### src/rtl/spi_fifo_master.sv
// Mode-0 SPI master for the SSD1331 OLED behind an Avalon-MM slave: DEPTH-entry word FIFO,
// per-word D/C# tracking, overflow status and a software panel-reset bit.
module spi_fifo_master #(
  parameter int W     = 8,
  parameter int DIV   = 8,
  parameter int DEPTH = 8
) (
  input  logic        clk,
  input  logic        reset,
  input  logic        address,
  input  logic [31:0] writedata,
  input  logic        write,
  input  logic        read,
  output logic [31:0] readdata,
  output logic        sclk,
  output logic        mosi,
  output logic        csn,
  output logic        dcn,
  output logic        resetn
);

  localparam int AW = $clog2(DEPTH);
  localparam int TW = (DIV > 1) ? $clog2(DIV) : 1;
  localparam int BW = (W > 1) ? $clog2(W) : 1;
  localparam logic [TW-1:0] TMAX   = TW'(DIV - 1);
  localparam logic [BW-1:0] BMAX   = BW'(W - 1);
  localparam logic [AW:0]   FULL_C = (AW + 1)'(DEPTH);
  localparam logic [AW:0]   ONE_C  = (AW + 1)'(1);

  typedef enum logic [1:0] {IDLE, LOAD, SHIFT, GAP} state_e;

  state_e        state_q, state_d;
  logic [TW-1:0] timer_q, timer_d;
  logic [BW-1:0] bit_q, bit_d;
  logic [W-1:0]  shreg_q, shreg_d, shifted;
  logic          sclk_q, sclk_d, mosi_q, mosi_d, csn_q, csn_d, dcn_q, dcn_d;
  logic          overflow_q, prst_q;

  logic [W:0]    mem_q [DEPTH];
  logic [AW-1:0] wr_ptr_q, rd_ptr_q;
  logic [AW:0]   count_q;
  logic [W:0]    head;
  logic          full, empty, push_req, ctrl_wr, push, pop, start, tick;
  logic          unused_ok;

  assign full     = (count_q == FULL_C);
  assign empty    = (count_q == '0);
  assign push_req = write && !address;
  assign ctrl_wr  = write && address;
  // A full FIFO still accepts a word when the FSM pops in the same cycle.
  assign push     = push_req && (!full || pop);
  assign head     = mem_q[rd_ptr_q];
  assign shifted  = shreg_q << 1;
  assign tick     = (timer_q == '0);
  assign unused_ok = ^{read, writedata};

  // NOTE: storage carries no reset; the pointers and count alone define which entries are valid.
  always_ff @(posedge clk) begin
    if (push) mem_q[wr_ptr_q] <= {~writedata[W], writedata[W-1:0]};
  end

  // NOTE: every state register uses non-blocking assignment so all updates see pre-edge values.
  always_ff @(posedge clk) begin
    if (reset) begin
      wr_ptr_q   <= '0;
      rd_ptr_q   <= '0;
      count_q    <= '0;
      overflow_q <= 1'b0;
      prst_q     <= 1'b0;
    end else begin
      if (push) wr_ptr_q <= wr_ptr_q + AW'(1);
      if (pop)  rd_ptr_q <= rd_ptr_q + AW'(1);
      if (push && !pop)      count_q <= count_q + ONE_C;
      else if (!push && pop) count_q <= count_q - ONE_C;
      if (ctrl_wr && writedata[1])          overflow_q <= 1'b0;
      else if (push_req && full && !pop)    overflow_q <= 1'b1;
      if (ctrl_wr) prst_q <= writedata[0];
    end
  end

  always_ff @(posedge clk) begin
    if (reset) begin
      state_q <= IDLE;
      timer_q <= '0;
      bit_q   <= '0;
      shreg_q <= '0;
      sclk_q  <= 1'b0;
      mosi_q  <= 1'b0;
      csn_q   <= 1'b1;
      dcn_q   <= 1'b1;
    end else begin
      state_q <= state_d;
      timer_q <= timer_d;
      bit_q   <= bit_d;
      shreg_q <= shreg_d;
      sclk_q  <= sclk_d;
      mosi_q  <= mosi_d;
      csn_q   <= csn_d;
      dcn_q   <= dcn_d;
    end
  end

  // NOTE: every output of this block is defaulted first so no path can infer a latch.
  always_comb begin
    state_d = state_q;
    timer_d = tick ? timer_q : timer_q - TW'(1);
    bit_d   = bit_q;
    shreg_d = shreg_q;
    sclk_d  = sclk_q;
    mosi_d  = mosi_q;
    csn_d   = csn_q;
    dcn_d   = dcn_q;
    pop     = 1'b0;
    start   = 1'b0;
    case (state_q)
      IDLE: start = !empty;
      LOAD: if (tick) begin
        state_d = SHIFT;
        sclk_d  = 1'b1;
        timer_d = TMAX;
      end
      SHIFT: if (tick) begin
        timer_d = TMAX;
        if (!sclk_q) begin
          sclk_d = 1'b1;
        end else if (bit_q == BMAX) begin
          // Last high phase ends the word directly; no trailing low phase.
          state_d = GAP;
          sclk_d  = 1'b0;
          csn_d   = 1'b1;
          mosi_d  = 1'b0;
        end else begin
          sclk_d  = 1'b0;
          shreg_d = shifted;
          mosi_d  = shifted[W-1];
          bit_d   = bit_q + BW'(1);
        end
      end
      GAP: if (tick) begin
        if (!empty) start = 1'b1;
        else        state_d = IDLE;
      end
      default: state_d = IDLE;
    endcase
    if (start) begin
      pop     = 1'b1;
      state_d = LOAD;
      timer_d = TMAX;
      bit_d   = '0;
      shreg_d = head[W-1:0];
      dcn_d   = head[W];
      csn_d   = 1'b0;
      sclk_d  = 1'b0;
      mosi_d  = head[W-1];
    end
  end

  assign sclk     = sclk_q;
  assign mosi     = mosi_q;
  assign csn      = csn_q;
  assign dcn      = dcn_q;
  assign resetn   = ~(reset | prst_q);
  assign readdata = {16'h0000, 8'(count_q), 3'b000, prst_q, overflow_q, empty, full,
                     (state_q != IDLE) || !empty};

endmodule

### config.mk
export PLATFORM = sky130hd
export DESIGN_NAME = spi_fifo_master
export DESIGN_NICKNAME = d
export VERILOG_FILES = /design/src/rtl/spi_fifo_master.sv
export SDC_FILE = /design/constraint.sdc
export NUM_CORES = 1
export LEC_CHECK = 0
export BUFFER_PORTS_ARGS = -buffer_cell sky130_fd_sc_hd__buf_2
export CORE_MARGIN = 1.5
export CORE_UTILIZATION = 35
export CTS_CLUSTER_SIZE = 30
export DETAILED_ROUTE_END_ITERATION = 10
export PLACE_DENSITY = 0.56
export SLEW_MARGIN = 40
export SYNTH_ARGS = -nofsm -noshare
export SYNTH_HDL_FRONTEND = slang
export SYNTH_SLANG_ARGS = --single-unit
### constraint.sdc
create_clock -name clk -period 5.71 [get_ports clk]
set_clock_uncertainty 0.1 [all_clocks]
set_input_delay 1.142 -clock clk [delete_from_list [all_inputs] [get_ports clk]]
set_output_delay 1.142 -clock clk [all_outputs]
set_load 0.02 [all_outputs]
==> impl_metrics.sql, run 1 <==
INSERT INTO impl_metrics (metric_group, metric, value, unit) VALUES
('outcome', 'outcome', 'finished clean', ''),
('sta', 'final_max_slew_viol_count', '0', ''),
('synthesis', 'synth.mux.area_fraction', '0.130', ''),
('synthesis', 'yosysWarnings', '0', ''),
('layout', 'synthToLayoutAreaGrowth', '10.9', '%'),
('place', 'placer_congestion_estimate', '0.728', ''),
('pwr', 'power_switching_share', '0.328', ''),
('synthesis', 'synthArstFlopShare', '0', ''),
('routing', 'first_iter_violations', '198', ''),
('floorplan', 'num_rows', '41', ''),
('routing', 'vias', '2488', ''),
('synthesis', 'yosysSeqAreaShare', '0.609', ''),
('setup_path', 'crit_path_top_delay_cell', 'a31oi_1', ''),
('floorplan', 'die_area', '14000', 'sq um'),
('pwr', 'power.ir.vdd_worst', '0.000185', 'V'),
('sta', 'timing.final.crit_period', '3420', 'ps'),
('place', 'placedInstanceArea', '4900', 'sq um'),
('place', 'detailedPlace.worstSlack', '2130', 'ps'),
('clocking', 'cts_root_buffer', 'clkbuf_16', ''),
('routing', 'viasPerCell', '4.75', ''),
('setup_path', 'critPathMaxStageDelay', '500', 'ps'),
('place', 'numPortBuffers', '26', ''),
('layout', 'final_cell_area', '5170', 'sq um'),
('layout', 'design.final.nets', '401', ''),
('synthesis', 'main_combinational_cell_family_by_area_after_synthesis', 'multiplexers', ''),
('pwr', 'clockPowerShare', '0.261', ''),
('place', 'hpwlAfterDp', '5260', 'um'),
('pwr', 'internal-power', '1.46', 'mW'),
('routing', 'detail-route-antenna-nets', '0', ''),
('synthesis', 'adder_and_majority_cell_fraction_of_the_synthesized_area', '0.0445', ''),
('setup_path', 'path_delay_family', 'compound AO/OA/AOI/OAI gates', ''),
('synthesis', 'ys_seq_elements', '106', ''),
('clocking', 'cts_hold_repair.buffers', '0', ''),
('synthesis', 'post_synth_and_or_nand_nor_area_fraction', '0.0767', ''),
('pwr', 'switching_power', '0.716', 'mW'),
('sta', 'worst_slew_margin_rel', '0.489', ''),
('sta', 'timing.setup.tns', '0', 'ps'),
('synthesis', 'netlist_instances', '323', ''),
('setup_path', 'critical_path.cell_chain', 'inv_1 -> ha_1 -> nand4bb_2 -> a31oi_1 -> ha_1 -> inv_1 -> ha_1 -> a21oi_1 -> a211oi_1 -> a31oi_1 -> mux2_2', ''),
('clocking', 'clock_sinks', '106', ''),
('routing', 'drt-total-wl', '8130', 'um'),
('clocking', 'cts_made_buffers', '9', ''),
('setup_path', 'ff2ff_setup_slack', '2290', 'ps'),
('setup_path', 'worst_path_arrival_time', '3550', 'ps'),
('layout', 'antenna-diode-count', '0', ''),
('setup_path', 'worstReg2RegStart', 'state_q[0]', ''),
('global_route', 'number_of_antenna_violations_at_the_first_check_in_global_routing', '0', ''),
('setup_path', 'critical_path.most_common_cell', 'ha_1', ''),
('global_route', 'track_usage', '0.123', ''),
('pwr', 'p_seq_frac', '0.446', ''),
('min_path', 'worst_hold_path_type', 'flop to flop', ''),
('synthesis', 'compound_cell_area_share_of_the_yosys_netlist', '0.0595', ''),
('clocking', 'cts.reportedPaths.clkPinSlew', '70', 'ps'),
('layout', 'post_route_cells_drive_above_1_share', '0.227', ''),
('pwr', 'power.leakage', '1.77', 'nW'),
('global_route', 'grt_start_max_net_pins', '27', ''),
('clocking', 'clock_latency', '340', 'ps'),
('sta', 'rsz0062_at_grt', 'false', ''),
('synthesis', 'yosysUniqueCellTypes', '48', ''),
('synthesis', 'number_of_enable_flip_flop_cells_after_synthesis', '72', ''),
('floorplan', 'dieWidth', '118', 'um'),
('floorplan', 'design.core.area', '12800', 'sq um'),
('clocking', 'worst_case_clock_buffer_depth', '2', ''),
('sta', 'top_achievable_clock_speed', '0.292', 'GHz'),
('clocking', 'post-cts-setup-buffer-count', '0', ''),
('min_path', 'holdPathEnd', 'prst_q', ''),
('global_route', 'gr-total-overflow', '0', ''),
('layout', 'commonest_non_fill_non_tap_cell_in_the_layout', 'edfxtp_1', ''),
('setup_path', 'worstPathBufferInverterCount', '2', ''),
('setup_path', 'path_max_fanout', '7', ''),
('clocking', 'post_cts_resize_count', '0', '');
[state kept, by name, indices dropped and copies added, names as in the netlist, named ones only]
name and cells:
mem_q 72, mosi 1, overflow_q 1, shreg_q 7, wr_ptr_q 3, rd_ptr_q 3
csn 1, state_q 2, count_q 4, sclk 1, timer_q 3, bit_q 3
dcn 1, prst_q 1
[cell type report]
cell class	instances	area, sq um
Fill cell	1201	7650
Sequential cell	106	2840
Multi-Input combinational cell	187	1620
Clock buffer	9	225
Tap cell	172	215
Timing Repair Buffer	31	168
Inverter	13	53.8
Clock inverter	6	48.8
[cell usage after synthesis (all sizes together) (2+ instances only)]
cell / number / area, sq um
nand2b: 6 / 37.5
mux4: 18 / 405
nand3b: 2 / 15.0
mux2i: 18 / 180
a211oi: 4 / 30.0
nor2: 20 / 77.6
nand2: 13 / 48.8
a311oi: 2 / 23.8
buf: 32 / 234
xnor2: 5 / 43.8
nand3: 2 / 10.0
o22ai: 6 / 37.5
a21oi: 15 / 86.3
a41oi: 2 / 25.0
nor3: 6 / 30.0
ha: 15 / 188
o21ai: 4 / 20.0
inv: 12 / 50.1
dfxtp: 34 / 681
edfxtp: 72 / 2160
nor3b: 7 / 52.6
mux2: 2 / 22.5
a31oi: 2 / 12.5
clkbuf: 7 / 26.3
[power by group through the flow]
| stage | registers (mW) | clock network [mW] | logic [mW] |
|---|---|---|---|
| finish | 0.972 | 0.569 | 0.639 |
| global route | 0.984 | 0.617 | 0.715 |
| CTS | 0.974 | 0.594 | 0.646 |
| detailed placement | 0.991 | 0 | 0.643 |
| global placement | 0.987 | 0 | 0.627 |
| floorplan | 0.986 | 0 | 0.521 |
[worst max-delay path by stage]
stage	start	cells past startpoint	slack, ps	endpoint
3_5_place_dp	address	10	2130	count_q[3]
2_1_floorplan	address	9	2560	count_q[3]
3_3_place_gp	address	10	2200	count_q[3]
4_1_cts	state_q[0]	11	2250	count_q[3]
5_1_grt	state_q[0]	11	1950	count_q[3]
6_report	state_q[0]	11	2290	count_q[3]
[metrics by stage]
stage          instances  power (mW)  hold slack (ps)
2_1_floorplan        345        1.51              350
3_3_place_gp         509        1.61              365
3_5_place_dp         509        1.63              366
4_1_cts              524        2.21              376
5_1_grt              524        2.32              410
6_report             524        2.18              375
[worst reg2reg max path, cell delays in order (launching register included)]
cell,delay (ps)
dfxtp_1,410
inv_1,90
ha_1,370
nand4bb_2,350
a31oi_1,500
ha_1,250
inv_1,90
ha_1,330
a21oi_1,210
a211oi_1,110
a31oi_1,170
mux2_2,340
[per-layer routing]
layer  vias to the layer above  track usage  part of all wire
li1                       1203            -                 -
met3                         7       0.0323             0.048
met5                         -            0                 0
met1                      1216        0.158              0.47
met2                        62        0.203              0.47
met4                         0       0.0407             0.012
[logic make-up after synthesis]
group | Yosys count
multiplexers | 38
AND/OR/NAND/NOR | 64
other | 1
adder cells (fa/ha/maj) | 16
XOR/XNOR | 6
buffers and inverters | 52
flip-flops | 106
AO/OA/AOI/OAI | 40
Power figures use the tool's default switching activity.
==> inputs of run 2 (changes only) <==
==> constraint.sdc (replaced) <==
create_clock -name clk -period 3.5 [get_ports clk]
set_clock_uncertainty 0.1 [all_clocks]
set_input_delay 0.7 -clock clk [delete_from_list [all_inputs] [get_ports clk]]
set_output_delay 0.7 -clock clk [all_outputs]
set_load 0.02 [all_outputs]
==> impl_metrics.sql, run 2 (same netlist as run 1, synthesis figures left out) <==
INSERT INTO impl_metrics (metric_group, metric, value, unit) VALUES
('outcome', 'outcome', 'finished clean', ''),
('place', 'placer_congestion_estimate', '0.735', ''),
('global_route', 'number_of_antenna_violations_at_the_first_check_in_global_routing', '0', ''),
('sta', 'top_achievable_clock_speed', '0.306', 'GHz'),
('floorplan', 'design.core.area', '12800', 'sq um'),
('sta', 'setup_violations', '0', ''),
('clocking', 'cts_made_buffers', '9', ''),
('layout', 'most-common-layout-cells', 'edfxtp_1, dfxtp_1, buf_2', ''),
('clocking', 'post-cts-setup-buffer-count', '0', ''),
('floorplan', 'top_level_ports', '74', ''),
('setup_path', 'worstSetupStartpoint', 'state_q[0]', ''),
('place', 'numPortBuffers', '26', ''),
('setup_path', 'worstPathBufferInverterCount', '2', ''),
('routing', 'drc_violation_count_after_routing', '0', ''),
('clocking', 'cts_max_level', '3', ''),
('clocking', 'cts_hold_repair.buffers', '0', ''),
('routing', 'drt-total-wl', '8360', 'um'),
('sta', 'worst_slew_margin_rel', '0.506', ''),
('sta', 'timing.final.crit_period', '3270', 'ps'),
('setup_path', 'critical_path.cell_chain', 'inv_1 -> ha_1 -> nand4bb_2 -> a31oi_1 -> ha_1 -> inv_1 -> ha_1 -> a21oi_1 -> a211oi_1 -> a31oi_1 -> mux2_2', ''),
('setup_path', 'critical_path.most_common_cell', 'ha_1', ''),
('layout', 'instances_no_fill', '530', ''),
('global_route', 'gr-total-overflow', '0', ''),
('clocking', 'cts_tree', 'yes', ''),
('sta', 'final_max_slew_viol_count', '0', ''),
('routing', 'drtPass1Iterations', '4', ''),
('setup_path', 'worstReg2RegStart', 'state_q[0]', ''),
('floorplan', 'die_area', '14000', 'sq um'),
('global_route', 'track_usage', '0.127', ''),
('layout', 'design.final.nets', '407', ''),
('floorplan', 'height_of_the_die', '118', 'um'),
('setup_path', 'cp-endpoint', 'count_q[3]', ''),
('clocking', 'post_cts_resize_count', '0', ''),
('layout', 'post_route_cells_drive_above_1_share', '0.229', ''),
('setup_path', 'worst_path_arrival_time', '3410', 'ps'),
('routing', 'vias', '2506', ''),
('floorplan', 'dieWidth', '118', 'um'),
('sta', 'hold_viol', '0', ''),
('layout', 'commonest_non_fill_non_tap_cell_in_the_layout', 'edfxtp_1', ''),
('routing', 'viasPerCell', '4.73', ''),
('global_route', 'first_global_vias', '2454', ''),
('layout', 'top_register', 'mem_q', ''),
('routing', 'wl_per_cell', '15.8', 'um'),
('global_route', 'grt_start_max_net_pins', '27', ''),
('layout', 'top_regs', 'mem_q: 72 flops, shreg_q: 7 flops, count_q: 4 flops', ''),
('floorplan', 'floorplan.initialDensity', '0.364', ''),
('clocking', 'worst_case_clock_buffer_depth', '2', ''),
('routing', 'detail-route-antenna-nets', '0', ''),
('clocking', 'cts_root_buffer', 'clkbuf_16', ''),
('setup_path', 'worst-r2r-cell-count', '11', ''),
('global_route', 'grt_pass1_wl', '13300', 'um'),
('sta', 'layout_worst_path_cycle_share', '0.935', ''),
('clocking', 'cts.reportedPaths.clkPinSlew', '70', 'ps'),
('sta', 'tightest_slew', '741', 'ps'),
('setup_path', 'crit_path_top_delay_cell', 'dfxtp_1', ''),
('setup_path', 'setup.worst_path.start_class', 'flop', ''),
('layout', 'antenna-diode-count', '0', ''),
('setup_path', 'timing.rr.end', 'count_q[3]', ''),
('layout', 'synthToLayoutAreaGrowth', '11.3', '%'),
('setup_path', 'worst-path-stages', '11', ''),
('layout', 'largest_reg_flops', '72', ''),
('pwr', 'power.leakage', '1.81', 'nW'),
('layout', 'finish.utilization', '0.405', ''),
('clocking', 'clock_sinks', '106', ''),
('setup_path', 'path_delay_family', 'adder cells', ''),
('routing', 'first_iter_violations', '161', ''),
('sta', 'timing.setup.tns', '0', 'ps'),
('setup_path', 'path_class', 'flop to flop', ''),
('sta', 'rsz0062_at_grt', 'false', ''),
('min_path', 'worst_hold_path_type', 'flop to flop', ''),
('flow_run', 'drv.max_cap_violation_count', '0', ''),
('pwr', 'power-per-cell-area', '691', 'nW/um^2'),
('place', 'numPlacedInstances', '515', ''),
('setup_path', 'critPathRequiredTime', '3640', 'ps'),
('setup_path', 'timing.critical_path.to_type', 'flop', ''),
('setup_path', 'ff2ff_setup_slack', '230', 'ps'),
('place', 'hpwlAfterDp', '5330', 'um'),
('setup_path', 'path_max_fanout', '7', ''),
('floorplan', 'num_rows', '41', ''),
('pwr', 'power.ir.vdd_worst', '0.000378', 'V'),
('setup_path', 'critPathMaxStageDelay', '430', 'ps'),
('clocking', 'clock_latency', '340', 'ps');
-- run 2: cell types whose count changed in the layout (fill, tap and decap cells not counted) --
cell,change
nor2_1,+2
nor3_1,+2
nor3_4,-2
buf_4,+6
nor2_2,-2
-- run 2: cell type report --
| cell class | instances | area [sq um] |
|---|---|---|
| Clock buffer | 9 | 225 |
| Clock inverter | 6 | 48.8 |
| Fill cell | 1223 | 7630 |
| Inverter | 13 | 53.8 |
| Multi-Input combinational cell | 187 | 1590 |
| Sequential cell | 106 | 2840 |
| Tap cell | 172 | 215 |
| Timing Repair Buffer | 37 | 213 |
-- run 2: worst min-delay path by stage --
stage	startpoint	end	slack [ps]	cells after the start
2_1_floorplan	prst_q	prst_q	350	2
3_3_place_gp	prst_q	prst_q	360	2
3_5_place_dp	rd_ptr_q[2]	flop	380	2
4_1_cts	prst_q	prst_q	390	2
5_1_grt	shreg_q[0]	shreg_q[0]	410	2
6_report	prst_q	prst_q	380	2
-- run 2: metal layers --
layer	track usage	up-vias	share of wire
met2	0.202	55	0.47
li1	-	1213	-
met3	0.0372	8	0.040
met1	0.167	1230	0.48
met4	0.0377	0	0.010
met5	0	-	0
-- run 2: where the power goes --
| group | total (mW) | internal (mW) | switching, mW |
|---|---|---|---|
| clock | 0.946 | 0.489 | 0.457 |
| combinational | 1.06 | 0.447 | 0.610 |
| sequential | 1.58 | 1.47 | 0.118 |
| total | 3.59 | 2.40 | 1.18 |
-- run 2: through the flow --
step	instance area [sq um]	total power, mW	hold WS (ps)	setup WS, ps
floorplan	4750	2.46	350	449
global placement	4910	2.66	362	365
detailed placement	4920	2.68	377	242
CTS	5190	3.64	388	225
global route	5190	3.81	413	96.4
finish	5190	3.59	380	228
-- run 2: worst register-to-register path, cell delays in order, from the launching register on --
cell       delay [ps]
dfxtp_1           430
inv_1              90
ha_1              390
nand4bb_2         360
a31oi_1           300
ha_1              210
inv_1              90
ha_1              330
a21oi_1           190
a211oi_1          100
a31oi_1           230
mux2_2            360
==> inputs of run 3 (changes only) <==
--- a/config.mk
+++ b/config.mk
@@ -10,7 +10,7 @@
 export CORE_UTILIZATION = 35
 export CTS_CLUSTER_SIZE = 30
 export DETAILED_ROUTE_END_ITERATION = 10
-export PLACE_DENSITY = 0.56
+export PLACE_DENSITY = 0.58
 export SLEW_MARGIN = 40
 export SYNTH_ARGS = -nofsm -noshare
 export SYNTH_HDL_FRONTEND = slang
==> constraint.sdc (replaced) <==
create_clock -name clk -period 2.89 [get_ports clk]
set_clock_uncertainty 0.1 [all_clocks]
set_input_delay 0.578 -clock clk [delete_from_list [all_inputs] [get_ports clk]]
set_output_delay 0.578 -clock clk [all_outputs]
set_load 0.02 [all_outputs]
==> impl_metrics.sql, run 3 (same netlist as run 1, synthesis figures left out) <==
INSERT INTO impl_metrics (metric_group, metric, value, unit) VALUES
('outcome', 'outcome', 'finished clean', ''),
('clocking', 'post-cts-setup-buffer-count', '0', ''),
('pwr', 'power-per-cell-area', '844', 'nW/um^2'),
('min_path', 'worst_hold_path_type', 'flop to flop', ''),
('layout', 'synthToLayoutAreaGrowth', '14.1', '%'),
('floorplan', 'die_area', '14000', 'sq um'),
('setup_path', 'worst-r2r-cell-count', '12', ''),
('setup_path', 'worst_path_arrival_time', '2830', 'ps'),
('routing', 'viasPerCell', '4.78', ''),
('setup_path', 'timing.critical_path.to_type', 'flop', ''),
('setup_path', 'critical_path.cell_chain', 'inv_1 -> ha_4 -> nand4bb_4 -> a21oi_4 -> inv_4 -> ha_1 -> inv_2 -> ha_4 -> a21oi_2 -> a211oi_1 -> a31oi_1 -> mux2_2', ''),
('setup_path', 'critPathRequiredTime', '3030', 'ps'),
('pwr', 'p_comb_frac', '0.321', ''),
('clocking', 'worst_case_clock_buffer_depth', '2', ''),
('layout', 'finish.utilization', '0.415', ''),
('min_path', 'holdPathEnd', 'prst_q', ''),
('clocking', 'cts_hold_repair.buffers', '0', ''),
('clocking', 'cts.reportedPaths.clkPinSlew', '70', 'ps'),
('pwr', 'p_seq_frac', '0.420', ''),
('layout', 'num-fill-cells', '1195', ''),
('layout', 'top_register', 'mem_q', ''),
('place', 'placer_congestion_estimate', '0.707', ''),
('setup_path', 'path_class', 'flop to flop', ''),
('setup_path', 'path_max_fanout', '7', ''),
('pwr', 'totalPowerFinal', '4.49', 'mW'),
('pwr', 'power.leakage', '1.86', 'nW'),
('routing', 'detail-route-antenna-nets', '0', ''),
('place', 'numPlacedInstances', '523', ''),
('sta', 'top_achievable_clock_speed', '0.372', 'GHz'),
('layout', 'most-common-layout-cells', 'edfxtp_1, dfxtp_1, buf_2', ''),
('pwr', 'clockPowerShare', '0.260', ''),
('layout', 'antenna-diode-count', '0', ''),
('place', 'placedInstanceArea', '5000', 'sq um'),
('pwr', 'power_switching_share', '0.329', ''),
('layout', 'final_cell_area', '5320', 'sq um'),
('setup_path', 'setup.worst_path.start_class', 'flop', ''),
('layout', 'commonest_non_fill_non_tap_cell_in_the_layout', 'edfxtp_1', ''),
('clocking', 'cts_made_buffers', '9', ''),
('place', 'hpwlAfterDp', '5540', 'um'),
('setup_path', 'critical_path.most_common_cell', 'ha_4', ''),
('routing', 'drtPass1Iterations', '4', ''),
('clocking', 'cts_tree', 'yes', ''),
('routing', 'first_iter_violations', '101', ''),
('global_route', 'grt_pass1_wl', '13700', 'um'),
('setup_path', 'critPathMaxStageDelay', '370', 'ps'),
('sta', 'rsz0062_at_grt', 'false', ''),
('sta', 'hold_slack', '373', 'ps'),
('setup_path', 'timing.rr.end', 'count_q[3]', ''),
('clocking', 'clock_sinks', '106', ''),
('floorplan', 'top_level_ports', '74', ''),
('floorplan', 'floorplan.initialDensity', '0.364', ''),
('routing', 'drc_violation_count_after_routing', '0', ''),
('place', 'numPortBuffers', '26', ''),
('routing', 'drt-total-wl', '8420', 'um'),
('layout', 'design.final.nets', '415', ''),
('pwr', 'switching_power', '1.48', 'mW'),
('pwr', 'power.ir.vdd_worst', '0.000455', 'V'),
('layout', 'largest_reg_flops', '72', ''),
('routing', 'wl_per_cell', '15.6', 'um'),
('sta', 'layout_worst_path_cycle_share', '0.931', ''),
('flow_run', 'drv.max_cap_violation_count', '0', ''),
('clocking', 'cts_max_level', '3', ''),
('clocking', 'cts_root_buffer', 'clkbuf_16', ''),
('floorplan', 'num_rows', '41', ''),
('sta', 'setup_violations', '0', ''),
('layout', 'top_regs', 'mem_q: 72 flops, shreg_q: 7 flops, count_q: 4 flops', ''),
('sta', 'tightest_slew', '835', 'ps'),
('global_route', 'track_usage', '0.128', ''),
('setup_path', 'crit_path_top_delay_cell', 'dfxtp_2', ''),
('setup_path', 'worstReg2RegStart', 'state_q[0]', ''),
('floorplan', 'design.core.area', '12800', 'sq um'),
('clocking', 'clock_latency', '340', 'ps'),
('sta', 'timing.final.crit_period', '2690', 'ps'),
('layout', 'register_area', '2850', 'sq um'),
('sta', 'hold_viol', '0', ''),
('layout', 'multi_input_area', '1650', 'sq um'),
('sta', 'final_max_slew_viol_count', '0', ''),
('min_path', 'timing.hold.worst.start', 'prst_q', ''),
('global_route', 'first_global_vias', '2630', ''),
('global_route', 'grt_start_max_net_pins', '27', ''),
('pwr', 'internal-power', '3.01', 'mW'),
('layout', 'post_route_cells_drive_above_1_share', '0.267', ''),
('layout', 'instances_no_fill', '539', ''),
('global_route', 'gr-total-overflow', '0', ''),
('routing', 'vias', '2575', ''),
('setup_path', 'ff2ff_setup_slack', '200', 'ps'),
('floorplan', 'height_of_the_die', '118', 'um'),
('sta', 'worst_slew_margin_rel', '0.443', ''),
('floorplan', 'dieWidth', '118', 'um'),
('global_route', 'number_of_antenna_violations_at_the_first_check_in_global_routing', '0', ''),
('min_path', 'min_delay_path_depth', '2', '');
-- run 3: cell types whose count changed in the layout (fill, tap and decap cells not counted), sizes merged --
cell,delta
clkbuf,+1
buf,+8
-- run 3: repair_timing --
item | in CTS | in global routing
resized for setup | 1 | 5
setup endpoints to repair | 1 | 1
pin swaps | 0 | 1
-- run 3: worst max-delay path by stage --
stage	start	endpoint	slack, ps	depth (start not counted)
final	state_q[0]	count_q[3]	200	12
after global routing	state_q[0]	count_q[3]	20	12
after CTS	state_q[1]	count_q[3]	20	11
after detailed placement	state_q[1]	count_q[3]	-10	11
after global placement	state_q[1]	count_q[3]	50	11
after floorplan	state_q[1]	count_q[3]	30	13
-- run 3: final cells by class --
class	count	area share
clock buffers	10	0.0430
inverters	13	0.0101
multi-input cells	187	0.310
flip-flops and latches	106	0.535
repair buffers	45	0.0513
clock inverters	6	0.0106
well taps	172	0.0405
-- run 3: power by group through the flow --
stage	Sequential, mW	Clock [mW]	Combinational (mW)
finish	1.88	1.17	1.44
global route	1.91	1.25	1.60
CTS	1.89	1.20	1.43
detailed placement	1.92	0	1.42
global placement	1.91	0	1.39
floorplan	1.95	0	1.06
-- run 3: per-layer routing --
layer  wire length [um]  global-route usage  up-vias
met5                  0                   0        -
met4                109              0.0459        0
met3                292              0.0299        9
met2               4070               0.213       64
met1               3950               0.163     1264
li1                   -                   -     1238
-- run 3: critical path, delay by kind of cell (launching register included) --
family	cells	cell delay [ps]
flip-flops	1	370
adder cells (fa/ha/maj)	3	670
AO/OA/AOI/OAI	4	590
multiplexers	1	350
AND/OR/NAND/NOR	1	280
buffers and inverters	3	220
-- run 3: per-stage QoR --
stage / setup WS [ps] / TNS, ps
after floorplan: 25.8 / 0
after CTS: 20.1 / 0
after detailed placement: -12.1 / -12.1
after global placement: 52.0 / 0
final: 199 / 0
after global routing: 24.9 / 0
